[config.mk]
export PLATFORM = sky130hd
export DESIGN_NAME = pool_or_spike_gate
export DESIGN_NICKNAME = d
export VERILOG_FILES = /design/src/rtl/pool_or_spike_gate.sv
export SDC_FILE = /design/constraint.sdc
export NUM_CORES = 2
export LEC_CHECK = 0
export CAP_MARGIN = 15
export CORE_UTILIZATION = 56
export CTS_CLUSTER_SIZE = 12
export DETAILED_ROUTE_END_ITERATION = 6
export PLACE_DENSITY = 0.75
export SYNTH_ARGS = -nofsm -noshare
export SYNTH_HDL_FRONTEND = slang
export SYNTH_SLANG_ARGS = --single-unit
export TNS_END_PERCENT = 50
[constraint.sdc]
create_clock -name work_clk -period 19.8 [get_ports work_clk]
set_clock_uncertainty 0.1 [all_clocks]
set_input_delay 3.96 -clock work_clk [delete_from_list [all_inputs] [get_ports work_clk]]
set_output_delay 3.96 -clock work_clk [all_outputs]
set_load 0.01 [all_outputs]
[src/rtl/pool_or_spike_gate.sv]
// pool_or_spike_gate
//   Spiking 2x2 OR-pooling stage. Each Conv1 AER event (ch,row,col on a
//   24x24 map) is folded onto its 12x12 pooled window; only the first spike
//   per window per timestep is forwarded as a 12-bit pooled AER event.
//   A one-bit-per-window "fired" bitmap suppresses repeats and is swept to
//   zero after reset and at every timestep boundary.
//
// Ports
//   work_clk             in   clock, rising edge
//   rst_n                in   asynchronous active-low reset
//   Conv1_AER_data_i     in   {ch[13:10], row[9:5], col[4:0]}
//   Conv1_spike_valid    in   event present, held stable until accepted
//   Conv1_spike_ready    out  event accepted on a cycle with valid & ready
//   timestep_end         in   single-cycle pulse ending the timestep
//   Pool_AER_data_o      out  {ch[11:8], prow[7:4], pcol[3:0]}, holds last value
//   Pool_spike_emit_flag out  one-cycle strobe, data valid while high
//   clear_busy           out  bitmap sweep in progress
//   drop_cnt             out  saturating count of out-of-range events
//   o_dbg_state          out  FSM state (0 CLEAR, 1 IDLE, 2 LOOKUP, 3 UPDATE)
//
// Handshake: an event transfers on a rising edge where Conv1_spike_valid and
// Conv1_spike_ready are both high; upstream keeps valid and data stable until
// then. Ready is low whenever a clear is pending, including the cycle that
// timestep_end is high, so a same-cycle clear always wins over an event.

module pool_or_spike_gate #(
  parameter int CH       = 16,
  parameter int IN_DIM   = 24,
  parameter int POOL_DIM = 12
) (
  input  logic        work_clk,
  input  logic        rst_n,
  input  logic [13:0] Conv1_AER_data_i,
  input  logic        Conv1_spike_valid,
  output logic        Conv1_spike_ready,
  input  logic        timestep_end,
  output logic [11:0] Pool_AER_data_o,
  output logic        Pool_spike_emit_flag,
  output logic        clear_busy,
  output logic [15:0] drop_cnt,
  output logic [1:0]  o_dbg_state
);

  localparam int          DEPTH     = CH * POOL_DIM * POOL_DIM;
  localparam logic [11:0] LAST_ADDR = 12'(DEPTH - 1);

  typedef enum logic [1:0] {
    S_CLEAR  = 2'd0,
    S_IDLE   = 2'd1,
    S_LOOKUP = 2'd2,
    S_UPDATE = 2'd3
  } state_t;

  state_t      r_state;
  state_t      w_next;
  logic [11:0] r_clr_addr;
  logic        r_clr_pend;
  logic [11:0] r_idx;
  logic [11:0] r_pool_ev;
  logic        r_rd_bit;
  logic        r_emit;
  logic [11:0] r_out;
  logic [15:0] r_drop;
  logic        r_bitmap [0:DEPTH-1];

  logic [3:0]  w_ch;
  logic [4:0]  w_row;
  logic [4:0]  w_col;
  logic        w_ch_oor;
  logic        w_oor;
  logic        w_clear_pending;
  logic        w_accept;
  logic [11:0] w_idx;

  assign w_ch  = Conv1_AER_data_i[13:10];
  assign w_row = Conv1_AER_data_i[9:5];
  assign w_col = Conv1_AER_data_i[4:0];

  // With 16 channels every 4-bit channel code is legal.
  if (CH < 16) begin : g_ch_check
    assign w_ch_oor = (w_ch >= 4'(CH));
  end else begin : g_ch_full
    assign w_ch_oor = 1'b0;
  end

  assign w_oor = w_ch_oor || (w_row >= 5'(IN_DIM)) || (w_col >= 5'(IN_DIM));

  // A pulse arriving this very cycle counts as pending so the event waits.
  assign w_clear_pending = r_clr_pend | timestep_end;
  assign w_accept        = Conv1_spike_valid & Conv1_spike_ready;

  assign w_idx = 12'(w_ch) * 12'(POOL_DIM * POOL_DIM)
               + 12'(w_row[4:1]) * 12'(POOL_DIM)
               + 12'(w_col[4:1]);

  // State register
  always_ff @(posedge work_clk or negedge rst_n) begin
    if (!rst_n) r_state <= S_CLEAR;
    else        r_state <= w_next;
  end

  // Next-state logic
  always_comb begin
    w_next = r_state;
    case (r_state)
      S_CLEAR:  if (r_clr_addr == LAST_ADDR) w_next = S_IDLE;
      S_IDLE: begin
        if (w_clear_pending)                    w_next = S_CLEAR;
        else if (Conv1_spike_valid && !w_oor)   w_next = S_LOOKUP;
      end
      S_LOOKUP: w_next = S_UPDATE;
      S_UPDATE: w_next = S_IDLE;
      default:  w_next = S_CLEAR;
    endcase
  end

  // Outputs decoded from registered state
  always_comb begin
    Conv1_spike_ready = (r_state == S_IDLE) && !w_clear_pending;
    clear_busy        = (r_state == S_CLEAR);
    o_dbg_state       = r_state;
  end

  assign Pool_AER_data_o      = r_out;
  assign Pool_spike_emit_flag = r_emit;
  assign drop_cnt             = r_drop;

  // Control and output registers
  always_ff @(posedge work_clk or negedge rst_n) begin
    if (!rst_n) begin
      r_clr_addr <= '0;
      r_clr_pend <= 1'b0;
      r_idx      <= '0;
      r_pool_ev  <= '0;
      r_emit     <= 1'b0;
      r_out      <= '0;
      r_drop     <= '0;
    end else begin
      if (r_state == S_CLEAR) begin
        r_clr_addr <= (r_clr_addr == LAST_ADDR) ? 12'd0 : r_clr_addr + 12'd1;
      end

      // A pulse during the sweep is absorbed: the sweep already covers it.
      if (r_state == S_IDLE && w_clear_pending) r_clr_pend <= 1'b0;
      else if (timestep_end && r_state != S_CLEAR) r_clr_pend <= 1'b1;

      if (w_accept && !w_oor) begin
        r_idx     <= w_idx;
        r_pool_ev <= {w_ch, w_row[4:1], w_col[4:1]};
      end

      if (w_accept && w_oor && r_drop != 16'hFFFF) r_drop <= r_drop + 16'd1;

      r_emit <= (r_state == S_UPDATE) && !r_rd_bit;
      if (r_state == S_UPDATE && !r_rd_bit) r_out <= r_pool_ev;
    end
  end

  // Fired bitmap: one synchronous read port, one write port. Contents are
  // not reset; the sweep after reset establishes them.
  always_ff @(posedge work_clk) begin
    if (r_state == S_CLEAR)                    r_bitmap[r_clr_addr] <= 1'b0;
    else if (r_state == S_UPDATE && !r_rd_bit) r_bitmap[r_idx]      <= 1'b1;
    if (r_state == S_LOOKUP)                   r_rd_bit <= r_bitmap[r_idx];
  end

endmodule

==> impl_metrics.csv <==
group,metric,value,unit
global_routing,grt_pass1_vias,61802,
worst_setup_path,worstPathCellList,"clkdlybuf4s50_1 -> nor3b_1 -> buf_4 -> clkdlybuf4s50_1",
synth,syn_inst,7199,
route,routedWlPerCell,30.4,um
clock_network,holdBufCountCts,0,
synth,synth_edf_count,2305,
synth,synth_area_leaders,"edfxtp_1 (67%), mux4_2 (11%), nor2_1 (8.7%)",
global_routing,grt_start_max_net_pins,332,
cells_and_area,area_growth,8.90,%
route,via_count,64225,
clock_network,clock_sinks,2371,
worst_setup_path,cp-end-kind,"output pin",
timing,finalSetupViolations,0,
worst_setup_path,arrival,5280,ps
cells_and_area,fillers,13152,
synth,async_flop_share,2.78,%
global_routing,antenna_found_initial,7,
synth,yosysTopAreaCell,"edfxtp_1",
synth,yosys-top-cells-count,"nor2_1 (2395), edfxtp_1 (2305), mux4_2 (496), clkbuf_1 (394), nand2_1 (270)",
timing,fin_setup_tns,0,ps
route,drt_iter0_markers,10867,
floorplan,die-area,0.186,mm2
floorplan,ios,51,
floorplan,die_width,431,um
worst_setup_path,critPathMostFrequentCell,"clkdlybuf4s50_1",
synth,ys_types,82,
synth,ys_seq_area_share,68.8,%
clock_network,cts_max_level,4,
worst_setup_path,required,15740,ps
floorplan,die_h,431,um
route,drc,13,
floorplan,fp-row-count,157,
clock_network,clock_path_buffers,3,
synth,yosysTopAreaCellShare,67.2,%
place,dpl.hpwl,154000,um
synth,synth_nets,7240,
synth,yosys_warnings,0,
worst_setup_path,ff2ff_setup_slack,13130,ps
timing,finalHoldViolCount,0,
timing,layout_min_cycle_time,9340,ps
worst_setup_path,critPathMaxStageDelay,540,ps
run_status,status,"complete, but fails checks",
timing,relSlewSlack,0.142,%
power,power_leakage,26.9,nW
place,place.gp.congestion,0.914,
timing,rsz0062_at_grt,"no",
timing,timing.final.crit_share,47.2,%
power,vdd_drop_max,0.000104,V
cells_and_area,drive_gt1_share,15.8,%
cells_and_area,fin_area,0.112,mm2
timing,drv_slew,0,
synth,avgSynthCellArea,14.3,um2
global_routing,overflow,0,
worst_setup_path,crit_fanout,5,
timing,max_freq,107,MHz
flow_run,max_cap_violations,1,
synth,synth.most_common_cell,"nor2_1",
route,via_per_inst,6.67,
route,ant_nets,0,
place,port_buffers,48,
clock_network,cts_tree,"built",
clock_network,clk_pin_slew,60,ps
clock_network,clk_latency,910,ps
place,dpl_cell_area,0.105,mm2
synth,ys.flop_type,"edfxtp_1",
route,drt_pass1_iterations,7,
floorplan,initial_utilization,56.3,%
hold_path,hold_class,"reg -> reg",
clock_network,numCtsBuffers,230,
clock_network,cts-root-buf,"clkbuf_16",
cells_and_area,final_nets,7061,
clock_network,ctsResizeCount,0,
worst_setup_path,crit_type,"in -> out",
clock_network,cts_setup_buffers,0,
floorplan,core_area,0.183,mm2
timing,worst_slew_pin_slew,1490,ps
synth,synth.ff_latch_count,2371,
power,powerDensity,84.4,mW/mm2
synth,synthesis.area,0.103,mm2
global_routing,grt_usage,31.3,%
route,routed_wl,293000,um
worst_setup_path,critPathLaunchType,"input pin",
worst_setup_path,crit_slowest_cell,"clkdlybuf4s50_1",
run_status,violations,"DRC, capacitance limit",
global_routing,grt_pass1_wl,416000,um
-- layer usage --
layer / GRT usage, % / wire length [um] / vias up
li1: - / - / 26014
met1: 40.5 / 99200 / 32509
met2: 49.0 / 135000 / 4834
met3: 8.29 / 41800 / 866
met4: 15.6 / 16700 / 2
met5: 0.364 / 13 / -
-- worst paths after layout --
check	end	cells past startpoint	startpoint
setup reg to reg	r_rd_bit	10	r_idx[2]
max in group asynchronous	r_idx[0]	2	rst_n
hold reg to reg	Pool_AER_data_o[5]	2	r_pool_ev[5]
min in group asynchronous	drop_cnt[15]	2	rst_n
hold / removal	Pool_AER_data_o[5]	2	r_pool_ev[5]
setup / recovery	Conv1_spike_ready	4	timestep_end
-- cells in the final DEF, fill, tap and decap left out, types with 20 or more instances in the layout --
cell	instances
nand2_1	203
clkbuf_1	66
buf_4	181
a22oi_1	77
ha_1	21
clkbuf_16	231
edfxtp_1	2305
mux2i_1	206
dfrtp_1	61
mux4_2	496
nand3_1	40
a21oi_1	83
nor2b_1	22
clkinv_1	33
o221ai_1	35
o21ai_0	47
mux2_2	41
nor2_1	2393
a31oi_1	20
clkdlybuf4s50_1	47
o22ai_1	47
nand2_2	96
nor3_1	23
-- cells by family after synthesis --
logic type	after synthesis	share of synthesized area, %
XOR/XNOR	33	0.281
AND/OR/NAND/NOR	2903	11.1
AO/OA/AOI/OAI	447	3.06
flip-flops	2371	68.8
multiplexers	750	13.5
adder cells (fa/ha/maj)	23	0.294
buffers and inverters	672	2.97
-- flip-flops by register name (all words and copies together), names as in the netlist, 2 cells and up --
signal	count
r_bitmap	2304
o_dbg_state	2
r_pool_ev	10
r_clr_addr	12
drop_cnt	16
r_idx	12
Pool_AER_data_o	12
-- cell type report --
| class | instances | area, um2 | area share [%] |
|---|---|---|---|
| Antenna cell | 10 | 25.0 | 0.0223 |
| Clock buffer | 297 | 6030 | 5.37 |
| Clock inverter | 64 | 697 | 0.621 |
| Inverter | 20 | 86.3 | 0.0770 |
| Multi-Input combinational cell | 4156 | 29300 | 26.1 |
| Sequential cell | 2371 | 70900 | 63.2 |
| Tap cell | 2464 | 3080 | 2.75 |
| Timing Repair Buffer | 241 | 2080 | 1.86 |
-- critical path, delay by kind of cell --
| kind | cells | cell delay, ps |
|---|---|---|
| buffers and inverters | 3 | 1140 |
| and+or+nand+nor | 1 | 180 |
-- per-stage QoR --
stage / setup slack (ps) / hold WS (ps) / utilization, % / total power [mW] / instances
floorplan: 123 / 333 / - / 5.54 / 7199
global placement: 10440 / 351 / 57.6 / 5.55 / 9249
detailed placement: 10450 / 347 / 57.6 / 5.55 / 9249
CTS: 10440 / 363 / 61.3 / 9.49 / 9610
global route: 10320 / 385 / 61.3 / 9.67 / 9614
finish: 10460 / 367 / 61.3 / 9.47 / 9623
-- where the power goes --
group	leakage (nW)	switching, mW	internal [mW]
Sequential	16.8	0	5.42
Combinational	6.85	0.0128	0.0105
Clock	3.24	1.85	2.18
Note: power is estimated with default switching activity, not from simulation.
